===== src/rtl/mtm_alu_tx_sched.sv =====
// rtl/mtm_alu_tx_sched.sv - round-robin packet scheduler serializing frames onto mtm_Alu sin
module mtm_alu_tx_sched #(
   parameter int NUM_REQ    = 2,
   parameter int DATA_BYTES = 8,
   parameter int FRAME_GAP  = 2,
   parameter int PKT_GAP    = 50,
   localparam int OW        = (NUM_REQ > 1) ? $clog2(NUM_REQ) : 1
) (
   input  logic                          clk,
   input  logic                          reset,
   input  logic [NUM_REQ-1:0]            req,
   input  logic [NUM_REQ*8*DATA_BYTES-1:0] pkt_data,
   input  logic [NUM_REQ*8-1:0]          pkt_ctl,
   output logic [NUM_REQ-1:0]            gnt,
   output logic [OW-1:0]                 owner,
   output logic                          busy,
   output logic                          done,
   output logic                          sin
);

   localparam int DW   = 8 * DATA_BYTES;
   localparam int BW   = $clog2(DATA_BYTES + 1);
   localparam int GMAX = (FRAME_GAP > PKT_GAP) ? FRAME_GAP : PKT_GAP;
   localparam int GW   = (GMAX < 2) ? 1 : $clog2(GMAX);
   localparam logic [BW-1:0] LAST_FRAME = BW'(DATA_BYTES);
   localparam logic [BW-1:0] PRE_LAST   = BW'(DATA_BYTES - 1);

   typedef enum logic [2:0] {S_IDLE, S_GRANT, S_SEND, S_GAP, S_WAIT} state_t;

   state_t          state;
   logic [OW-1:0]   ptr;
   logic [OW-1:0]   win;
   logic [OW-1:0]   ptr_nxt;
   logic [DW-1:0]   data_q;
   logic [7:0]      ctl_q;
   logic [9:0]      shreg;
   logic [9:0]      next_frame;
   logic [3:0]      bit_cnt;
   logic [BW-1:0]   byte_cnt;
   logic [GW-1:0]   gap_cnt;
   logic            last_frame;
   logic            frame_end;

   // round-robin search: first requester at or above the pointer, wrapping
   always_comb begin
      int idx;
      logic found;
      win   = '0;
      found = 1'b0;
      idx   = 0;
      for (int k = 0; k < NUM_REQ; k++) begin
         idx = int'(ptr) + k;
         if (idx >= NUM_REQ) idx = idx - NUM_REQ;
         if (!found && req[idx]) begin
            found = 1'b1;
            win   = OW'(idx);
         end
      end
      if (int'(win) == NUM_REQ - 1) ptr_nxt = '0;
      else                          ptr_nxt = win + 1'b1;
   end

   // frame after the current one: type bit, byte, stop bit (start bit is driven separately)
   always_comb begin
      last_frame = (byte_cnt == LAST_FRAME);
      if (byte_cnt == PRE_LAST) next_frame = {1'b1, ctl_q, 1'b1};
      else                      next_frame = {1'b0, data_q[DW-1 -: 8], 1'b1};
      frame_end = ((state == S_SEND) && (bit_cnt == 4'd10) && (FRAME_GAP == 0)) ||
                  ((state == S_GAP) && (int'(gap_cnt) == FRAME_GAP - 1));
   end

   // scheduler FSM; outputs are registered, so done is set one edge ahead of its cycle
   always_ff @(posedge clk or posedge reset) begin
      if (reset) begin
         state    <= S_IDLE;
         ptr      <= '0;
         owner    <= '0;
         gnt      <= '0;
         busy     <= 1'b0;
         done     <= 1'b0;
         sin      <= 1'b1;
         bit_cnt  <= '0;
         byte_cnt <= '0;
         gap_cnt  <= '0;
         shreg    <= '0;
         data_q   <= '0;
         ctl_q    <= '0;
      end else begin
         gnt  <= '0;
         done <= 1'b0;
         case (state)
            S_IDLE: begin
               sin  <= 1'b1;
               busy <= |req;
               if (|req) begin
                  state  <= S_GRANT;
                  gnt    <= NUM_REQ'(1) << win;
                  owner  <= win;
                  ptr    <= ptr_nxt;
                  data_q <= pkt_data[int'(win)*DW +: DW];
                  ctl_q  <= pkt_ctl[int'(win)*8 +: 8];
               end
            end
            S_GRANT: begin
               state    <= S_SEND;
               byte_cnt <= '0;
               bit_cnt  <= '0;
               shreg    <= {1'b0, data_q[DW-1 -: 8], 1'b1};
               data_q   <= data_q << 8;
               sin      <= 1'b0;
            end
            S_SEND: begin
               if (bit_cnt != 4'd10) begin
                  sin     <= shreg[9];
                  shreg   <= shreg << 1;
                  bit_cnt <= bit_cnt + 1'b1;
                  if (FRAME_GAP == 0 && PKT_GAP == 0 && last_frame && bit_cnt == 4'd9)
                     done <= 1'b1;
               end else if (FRAME_GAP > 0) begin
                  state   <= S_GAP;
                  gap_cnt <= '0;
                  sin     <= 1'b1;
                  if (FRAME_GAP == 1 && PKT_GAP == 0 && last_frame)
                     done <= 1'b1;
               end
            end
            S_GAP: begin
               sin     <= 1'b1;
               gap_cnt <= gap_cnt + 1'b1;
               if (FRAME_GAP >= 2 && PKT_GAP == 0 && last_frame &&
                   int'(gap_cnt) == FRAME_GAP - 2)
                  done <= 1'b1;
            end
            S_WAIT: begin
               sin <= 1'b1;
               if (int'(gap_cnt) != PKT_GAP - 1) begin
                  gap_cnt <= gap_cnt + 1'b1;
                  if (int'(gap_cnt) == PKT_GAP - 2) done <= 1'b1;
               end else begin
                  state <= S_IDLE;
                  busy  <= 1'b0;
               end
            end
            default: state <= S_IDLE;
         endcase

         // end of a frame (stop bit or last gap cycle): next frame, packet gap, or finish
         if (frame_end) begin
            if (!last_frame) begin
               state    <= S_SEND;
               byte_cnt <= byte_cnt + 1'b1;
               bit_cnt  <= '0;
               shreg    <= next_frame;
               data_q   <= data_q << 8;
               sin      <= 1'b0;
            end else if (PKT_GAP > 0) begin
               state   <= S_WAIT;
               gap_cnt <= '0;
               sin     <= 1'b1;
               done    <= (PKT_GAP == 1);
            end else begin
               state <= S_IDLE;
               busy  <= 1'b0;
               sin   <= 1'b1;
            end
         end
      end
   end

endmodule


===== config.mk =====
export PLATFORM = sky130hd
export DESIGN_NAME = mtm_alu_tx_sched
export DESIGN_NICKNAME = d
export VERILOG_FILES = /design/src/rtl/mtm_alu_tx_sched.sv
export SDC_FILE = /design/constraint.sdc
export NUM_CORES = 1
export LEC_CHECK = 0
export ABC_AREA = 0
export CAP_MARGIN = 10
export CORE_MARGIN = 1
export CORE_UTILIZATION = 52
export CTS_CLUSTER_SIZE = 40
export DETAILED_ROUTE_END_ITERATION = 8
export PLACE_DENSITY = 0.91
export SETUP_SLACK_MARGIN = 0.3
export SLEW_MARGIN = 20
export SYNTH_ARGS = -nofsm -noshare
export SYNTH_HDL_FRONTEND = slang
export SYNTH_SLANG_ARGS = --single-unit

===== constraint.sdc =====
create_clock -name clk -period 7.4 [get_ports clk]
set_clock_uncertainty 0.05 [all_clocks]
set_input_delay 1.11 -clock clk [delete_from_list [all_inputs] [get_ports clk]]
set_output_delay 1.11 -clock clk [all_outputs]
set_load 0.02 [all_outputs]

==> results of run 1 <==
-- power by group through the flow --
stage	Combinational [W]	Sequential (W)	Clock (W)
after CTS	0.00101	0.00101	0.000369
final	0.00101	0.00101	0.000366
after floorplan	0.000777	0.000945	0
after detailed placement	0.00100	0.00102	0
after global placement	0.000949	0.00100	0
after global routing	0.00112	0.00104	0.000391
-- routing by layer --
| layer | routed length, µm | GRT usage |
|---|---|---|
| met5 | 0 | 0 |
| met4 | 597 | 0.135 |
| met3 | 1090 | 0.0592 |
| met2 | 7450 | 0.466 |
| met1 | 5970 | 0.362 |
-- worst paths after layout --
kind,from,end,slack [ns],cells after the start
worst max-delay path,req[0],data_q[31],4.57,5
min in group asynchronous,reset,gap_cnt[3],1.08,2
worst max register to register,state[0],byte_cnt[3],4.82,4
max in group asynchronous,reset,data_q[48],4.98,3
worst min-delay path,data_q[2],data_q[10],0.43,1
worst min register to register,data_q[2],data_q[10],0.43,1
-- cell families after synthesis --
logic type	synth area share
and+or+nand+nor	0.0883
muxes	0.0226
DFF	0.494
adders and majority gates	0.0163
buffers and inverters	0.0538
xor gates and xnor gates	0.00163
AOI/OAI and AO/OA	0.323
-- sequential cells by signal (all words and copies together) (netlist names) --
signal    cells
done          1
gap_cnt       6
ctl_q         8
bit_cnt       4
shreg        10
data_q       64
state         3
busy          1
byte_cnt      4
gnt           2
sin           1
owner         1
ptr           1
-- area by class of cell --
type	instances	area, µm²	share of cell area
clock buffers	9	124	0.0174
clock inverters	7	75.1	0.0106
inverters	21	81.3	0.0114
multi-input cells	302	2430	0.342
flip-flops and latches	106	2650	0.373
well taps	133	166	0.0234
repair buffers	159	1580	0.222
-- cells in the final DEF, fill, tap and decap left out, types with 4 or more instances in the layout --
cell and instances:
clkdlybuf4s50_1 153, nand4_1 4, inv_1 20, clkbuf_8 9
o2bb2ai_1 57, nand2b_1 7, a222oi_1 72, nand3_1 5
a31oi_1 12, mux2_2 9, buf_4 6, nand3b_1 4
ha_1 7, a22oi_1 9, nand2_1 9, nor2_1 25
o21ai_0 13, dfrtp_1 105, a21oi_1 5, o211ai_1 11
-- through the flow --
| step | setup slack, ns | cell area, µm² | hold WS (ns) |
|---|---|---|---|
| after floorplan | 3.45 | 5370 | 0.405 |
| after global placement | 4.36 | 6910 | 0.408 |
| after detailed placement | 4.23 | 6910 | 0.419 |
| after CTS | 4.62 | 7110 | 0.435 |
| after global routing | 4.49 | 7110 | 0.459 |
| final | 4.57 | 7110 | 0.432 |
-- worst max-delay path, delay by kind of cell --
kind,cells,cell delay [ns]
buffers and inverters,2,1.09
AOI/OAI and AO/OA,3,0.82
==> results.toml, run 1 <==
[power_and_ir_drop]
combPwrFrac = 0.423
switchingPower_w = 0.000923
peakVddDrop_v = 0.000230
powerDensity_mw_per_mm2 = 336
switching_share = 0.387
power.leakage_nw = 2.92
intPower_w = 0.00146
share_seq_of_total_power = 0.424
finalPower_w = 0.00239
p_clk_frac = 0.153

[route]
drc_errors = 0
drt_iter0_markers = 596
dr.pass1.iters = 7
ant_nets = 0
avgViaCountPerCell = 6.68
wirelength_um = 15100
num_vias = 4926
wire_per_inst_um = 20.5

[floorplan]
dieArea_mm2 = 0.0107
io_pins = 154
rows = 36
core_region_area_mm2 = 0.00991
initial_utilization = 0.542
fp.dieW_um = 104
die_height_um = 104

[clocking]
clk_pin_slew_ns = 0.11
htree_num_levels = 3
numCtsBuffers = 9
cts_setup_buffers = 0
cts_tree = "yes"
clk_latency_ns = 0.37
clock-sinks = 106
clk_path_buf_depth = 2
clockRootBuffer = "clkbuf_8"
cts_resized = 0
hold_buffers = 0

[synth]
synthTopCellsByArea = "dfrtp_1 (49%), a222oi_1 (13%), o2bb2ai_1 (9.3%)"
yosysMostFrequentCell = "dfrtp_1"
netlist-cell-type-count = 56
synthTopCellsByCount = "dfrtp_1 (105), a222oi_1 (72), o2bb2ai_1 (57), clkbuf_1 (32), nor2_1 (25)"
synth_seq_cells = 106
synth_area_per_cell_um2 = 11.2
yosysSeqAreaShare = 0.494
synth_nets = 633
yosys_warnings = 0
synthArstFlopShare = 1.00
syn-cell-area_mm2 = 0.00537
syn_inst = 478
synth_flop_cell = "dfrtp_1"
synth_top_area_cell = "dfrtp_1"
synth-edff-count = 0
yosysTopAreaCellShare = 0.489

[worst_setup_path]
slowest_stage = "buf_4"
cp_max_fo = 64
path_class = "input pin to flop"
slowest_delay_ns = 0.57
path_cells = "clkdlybuf4s50_1, o311ai_4, buf_4, a222oi_1, o2bb2ai_1"
arrival_ns = 3.06
cp-start-kind = "input pin"
cp.required_ns = 7.63
end_kind = "flop"

[placed_design]
portBuffers = 153
gp_congestion = 0.881
dp_cells = 721
dp_hpwl_um = 10000

[grt]
grt_max_degree = 76
grt_pass1_wl_um = 24800
antenna_found_initial = 0
grt_pass1_vias = 5007
gr-usage-all-layers = 0.285
grt_overflow = 0

[timing]
min_period_ns = 2.83
slew_violations = 0
tns_ns = 0
finalSetupViolations = 0
finalHoldViolations = 0
fmax_mhz = 353
rsz0062_at_grt = "false"
fin_crit_sh = 0.382
relSlewSlack = 0.417
worst_pin_slew_ns = 0.868

[layout]
diodes = 0
fillers = 703
design.final.nets = 754
finalNonFillerCells = 737
drive_gt1_frac = 0.0795
syn_to_final_growth_pct = 32.4
fin_util = 0.718

[flow_run]
max_cap_viol_count = 0

[worst_hold_path]
timing.hold.worst.class = "flop to flop"

[outcome]
outcome = "completed"
(Power assumes the default switching activity.)
==> run 2, diff against run 1 <==
--- a/config.mk
+++ b/config.mk
@@ -8,10 +8,10 @@
 export ABC_AREA = 0
 export CAP_MARGIN = 10
 export CORE_MARGIN = 1
-export CORE_UTILIZATION = 52
+export CORE_UTILIZATION = 48
 export CTS_CLUSTER_SIZE = 40
 export DETAILED_ROUTE_END_ITERATION = 8
-export PLACE_DENSITY = 0.91
+export PLACE_DENSITY = 0.86
 export SETUP_SLACK_MARGIN = 0.3
 export SLEW_MARGIN = 20
 export SYNTH_ARGS = -nofsm -noshare
==> constraint.sdc (replaced) <==
create_clock -name clk -period 2.8 [get_ports clk]
set_clock_uncertainty 0.05 [all_clocks]
set_input_delay 0.42 -clock clk [delete_from_list [all_inputs] [get_ports clk]]
set_output_delay 0.42 -clock clk [all_outputs]
set_load 0.02 [all_outputs]
==> results.toml, run 2 (same netlist as run 1, synthesis figures left out) <==
[outcome]
outcome = "completed"

[timing]
setup_slack_ns = 0.517
relSlewSlack = 0.334
worst_pin_slew_ns = 0.993
fmax_mhz = 438
tns_ns = 0
fin_crit_sh = 0.815
min_period_ns = 2.28
rsz0062_at_grt = "false"
slew_violations = 0
finalHoldViolations = 0
finalSetupViolations = 0

[layout]
seq_area_mm2 = 0.00265
top_register = "data_q"
diodes = 0
syn_to_final_growth_pct = 35.2
final_cell_mix = "clkdlybuf4s50_1 (153), dfrtp_1 (105), a222oi_1 (72), o2bb2ai_1 (57), nor2_1 (25)"
fin_util = 0.667
multiInputGateArea_mm2 = 0.00245
fillers = 815
design.final.nets = 763
final_common_cell = "clkdlybuf4s50_1"
largest_reg_flops = 64
top_regs = "data_q x64, shreg x10, ctl_q x8"
drive_gt1_frac = 0.0930

[clocking]
cts_resized = 0
cts_setup_buffers = 0
clk_latency_ns = 0.37
cts_tree = "yes"
clock-sinks = 106
clockRootBuffer = "clkbuf_8"
clk_pin_slew_ns = 0.12
numCtsBuffers = 9
clk_path_buf_depth = 2
hold_buffers = 0
htree_num_levels = 3

[route]
drt_iter0_markers = 727
avgViaCountPerCell = 6.64
num_vias = 5001
wirelength_um = 15400
drc_errors = 0
dr.pass1.iters = 9
ant_nets = 0
wire_per_inst_um = 20.4

[floorplan]
io_pins = 154
rows = 38
initial_utilization = 0.493
die_height_um = 108
dieArea_mm2 = 0.0116
core_region_area_mm2 = 0.0109
fp.dieW_um = 108

[grt]
grt_pass1_vias = 4922
grt_pass1_wl_um = 23700
antenna_found_initial = 0
gr-usage-all-layers = 0.261
grt_max_degree = 75
grt_overflow = 0

[worst_setup_path]
cp-start-kind = "flop"
arrival_ns = 2.55
cp_max_fo = 20
end_kind = "flop"
path_class = "flop to flop"
cp.required_ns = 3.06

[power_and_ir_drop]
peakVddDrop_v = 0.000427
power.leakage_nw = 2.97
powerDensity_mw_per_mm2 = 886
finalPower_w = 0.00643

[worst_hold_path]
timing.hold.worst.class = "input pin to asynchronous set/reset pin"

[placed_design]
portBuffers = 153
gp_congestion = 0.827
dp_slack_ns = 0.331
dp_hpwl_um = 10700

[flow_run]
max_cap_viol_count = 0
## run 2: cell types whose count changed in the layout (fill, tap and decap cells not counted), sizes merged
cell,delta
clkinvlp,+3
buf,+8
o31ai,+1
inv,+1
clkinv,-3
bufinv,-1
## run 2: worst max-delay path: stages, from the launching register on
cell	delay, ns
dfrtp_1	0.71
or3b_1	0.59
nor2_2	0.41
mux2_2	0.38
nor2_1	0.08
## run 2: where the power goes
part	switching, W	leakage (nW)	internal (W)
clock network	0.000584	0.0922	0.000349
logic	0.00146	1.51	0.00139
registers	0.000496	1.37	0.00215
## run 2: cell type report
type	instances	area share
Multi-Input combinational cell	303	0.337
Sequential cell	106	0.366
Inverter	21	0.0114
Timing Repair Buffer	167	0.236
Clock inverter	7	0.00913
Tap cell	140	0.0241
Clock buffer	9	0.0171
## run 2: metrics by stage
stage	instance area, µm²	instances	hold slack (ns)
6_report	7260	753	0.360
2_1_floorplan	5370	478	0.405
4_1_cts	7250	752	0.367
3_3_place_gp	7060	736	0.413
3_5_place_dp	7060	736	0.424
5_1_grt	7260	753	0.386
## run 2: path summary, 6_finish.rpt
path	startpoint	to	slack, ns	cells past startpoint
worst max-delay path	state[1]	bit_cnt[0]	0.52	4
max in group asynchronous	reset	sin	1.54	3
worst min register to register	data_q[43]	data_q[51]	0.44	1
min in group clk	data_q[43]	data_q[51]	0.44	1
worst max register to register	state[1]	bit_cnt[0]	0.52	4
worst min-delay path	reset	data_q[4]	0.36	2
## run 2: layer usage
layer	global-route usage	share of wire	vias up
met5	0	0	-
met4	0.0744	0.022	0
met3	0.0460	0.071	29
met2	0.472	0.52	271
met1	0.316	0.39	2462
li1	-	-	2239
==> run 3, diff against run 2 <==
--- a/config.mk
+++ b/config.mk
@@ -8,10 +8,10 @@
 export ABC_AREA = 0
 export CAP_MARGIN = 10
 export CORE_MARGIN = 1
-export CORE_UTILIZATION = 48
+export CORE_UTILIZATION = 43
 export CTS_CLUSTER_SIZE = 40
 export DETAILED_ROUTE_END_ITERATION = 8
-export PLACE_DENSITY = 0.86
+export PLACE_DENSITY = 0.81
 export SETUP_SLACK_MARGIN = 0.3
 export SLEW_MARGIN = 20
 export SYNTH_ARGS = -nofsm -noshare
==> constraint.sdc (replaced) <==
create_clock -name clk -period 1.94 [get_ports clk]
set_clock_uncertainty 0.05 [all_clocks]
set_input_delay 0.291 -clock clk [delete_from_list [all_inputs] [get_ports clk]]
set_output_delay 0.291 -clock clk [all_outputs]
set_load 0.02 [all_outputs]
==> results.toml, run 3 (same netlist as run 1, synthesis figures left out) <==
[outcome]
outcome = "complete, but fails checks"
violations = "DRC"

[route]
avgViaCountPerCell = 6.82
wirelength_um = 22000
dr.pass1.iters = 9
num_vias = 5827
drc_errors = 15
drt_iter0_markers = 985
ant_nets = 0
wire_per_inst_um = 25.8

[grt]
grt_overflow = 0
grt_pass1_vias = 5518
gr-usage-all-layers = 0.278
antenna_found_initial = 0
grt_max_degree = 63
grt_pass1_wl_um = 28000

[timing]
worst_pin_slew_ns = 0.587
fin_crit_sh = 0.992
slew_violations = 0
finalSetupViolations = 0
fmax_mhz = 519
worst_hold_slack_ns = 0.332
relSlewSlack = 0.609
min_period_ns = 1.93
rsz0062_at_grt = "true"
setup_slack_ns = 0.0150
finalHoldViolations = 0

[clocking]
cts_tree = "yes"
clk_path_buf_depth = 2
clock-sinks = 106
clk_latency_ns = 0.35
clockRootBuffer = "clkbuf_16"
clk_pin_slew_ns = 0.07
numCtsBuffers = 9
htree_num_levels = 3

[flow_run]
max_cap_viol_count = 0

[floorplan]
die_height_um = 114
core_region_area_mm2 = 0.0121
initial_utilization = 0.443
rows = 40
fp.dieW_um = 114
dieArea_mm2 = 0.0129
io_pins = 154

[layout]
top_regs = "data_q x64, shreg x10, ctl_q x8"
design.final.nets = 836
largest_reg_flops = 64
design_area_mm2 = 0.00912
fin_util = 0.753
final_common_cell = "clkdlybuf4s50_1"
final_cell_mix = "clkdlybuf4s50_1 (146), dfrtp_1 (102), a222oi_1 (72), buf_4 (38), o2bb2ai_2 (37)"
finalNonFillerCells = 854
fillers = 722
top_register = "data_q"
drive_gt1_frac = 0.328
diodes = 0
syn_to_final_growth_pct = 69.8

[worst_setup_path]
cp-start-kind = "flop"
path_class = "flop to flop"
r2r_setup_slack_ns = 0.01
end_kind = "flop"
cp_max_fo = 47
cp.required_ns = 2.10
arrival_ns = 2.09

[placed_design]
dp_cells = 784
placed_area_mm2 = 0.00728
dp_hpwl_um = 10900
dp_slack_ns = -0.231
portBuffers = 153
gp_congestion = 0.824

[power_and_ir_drop]
power.leakage_nw = 3.75
powerDensity_mw_per_mm2 = 1420
peakVddDrop_v = 0.000805

[worst_hold_path]
timing.hold.worst.class = "input pin to asynchronous set/reset pin"
run 3: changes by cell type in the layout (fill, tap and decap cells not counted), sizes merged:
cell           delta
buf              +65
bufinv            +1
clkbuf           +11
clkdlybuf4s50     -7
clkinv            +4
clkinvlp          -2
dlygate4sd2       +6
dlymetal6s2s      +1
inv               -5
o31ai             -1
run 3: per-stage QoR:
stage / TNS [ns] / power (W)
after detailed placement: -9.12 / 0.00809
after global placement: -6.60 / 0.00785
after CTS: 0 / 0.0109
final: 0 / 0.0129
after global routing: 0 / 0.0135
after floorplan: 0 / 0.00663
run 3: power by group:
group          internal (W)  switching (W)  total (W)
sequential          0.00312       0.000850    0.00397
combinational       0.00368        0.00345    0.00713
clock               0.00103       0.000813    0.00185
run 3: routing by layer:
metal / GRT usage / vias up / part of all wire
li1: - / 2392 / -
met1: 0.328 / 2920 / 0.36
met2: 0.499 / 417 / 0.52
met3: 0.0489 / 98 / 0.069
met4: 0.111 / 0 / 0.049
met5: 0 / - / 0
run 3: final cells by class:
cell class / count / area, µm² / area share
clock buffers: 11 / 243 / 0.0266
flip-flops and latches: 106 / 2660 / 0.291
repair buffers: 241 / 2730 / 0.300
inverters: 21 / 82.6 / 0.00906
multi-input cells: 302 / 3140 / 0.344
clock inverters: 5 / 53.8 / 0.00590
well taps: 168 / 210 / 0.0231
run 3: worst max-delay path, stage by stage (launching register included):
cell,delay [ns]
dfrtp_2,0.49
buf_4,0.17
o311ai_4,0.09
buf_12,0.21
a222oi_1,0.60
o2bb2ai_2,0.14
run 3: path summary, 6_finish.rpt:
path | depth (start not counted) | to | from
worst max-delay path | 5 | data_q[51] | state[0]
worst min-delay path | 3 | done | reset
worst max register to register | 5 | data_q[51] | state[0]
worst min register to register | 1 | data_q[63] | data_q[55]
max in group asynchronous | 3 | state[2] | reset
min in group clk | 1 | data_q[63] | data_q[55]
run 3: what timing repair did:
item                       4_1_cts  5_1_grt
pin swaps                       10       28
hold buffers                     0        0
resized for setup               57      129
setup endpoints to repair      103       94
buffers inserted                33        4
cloned                           7       10
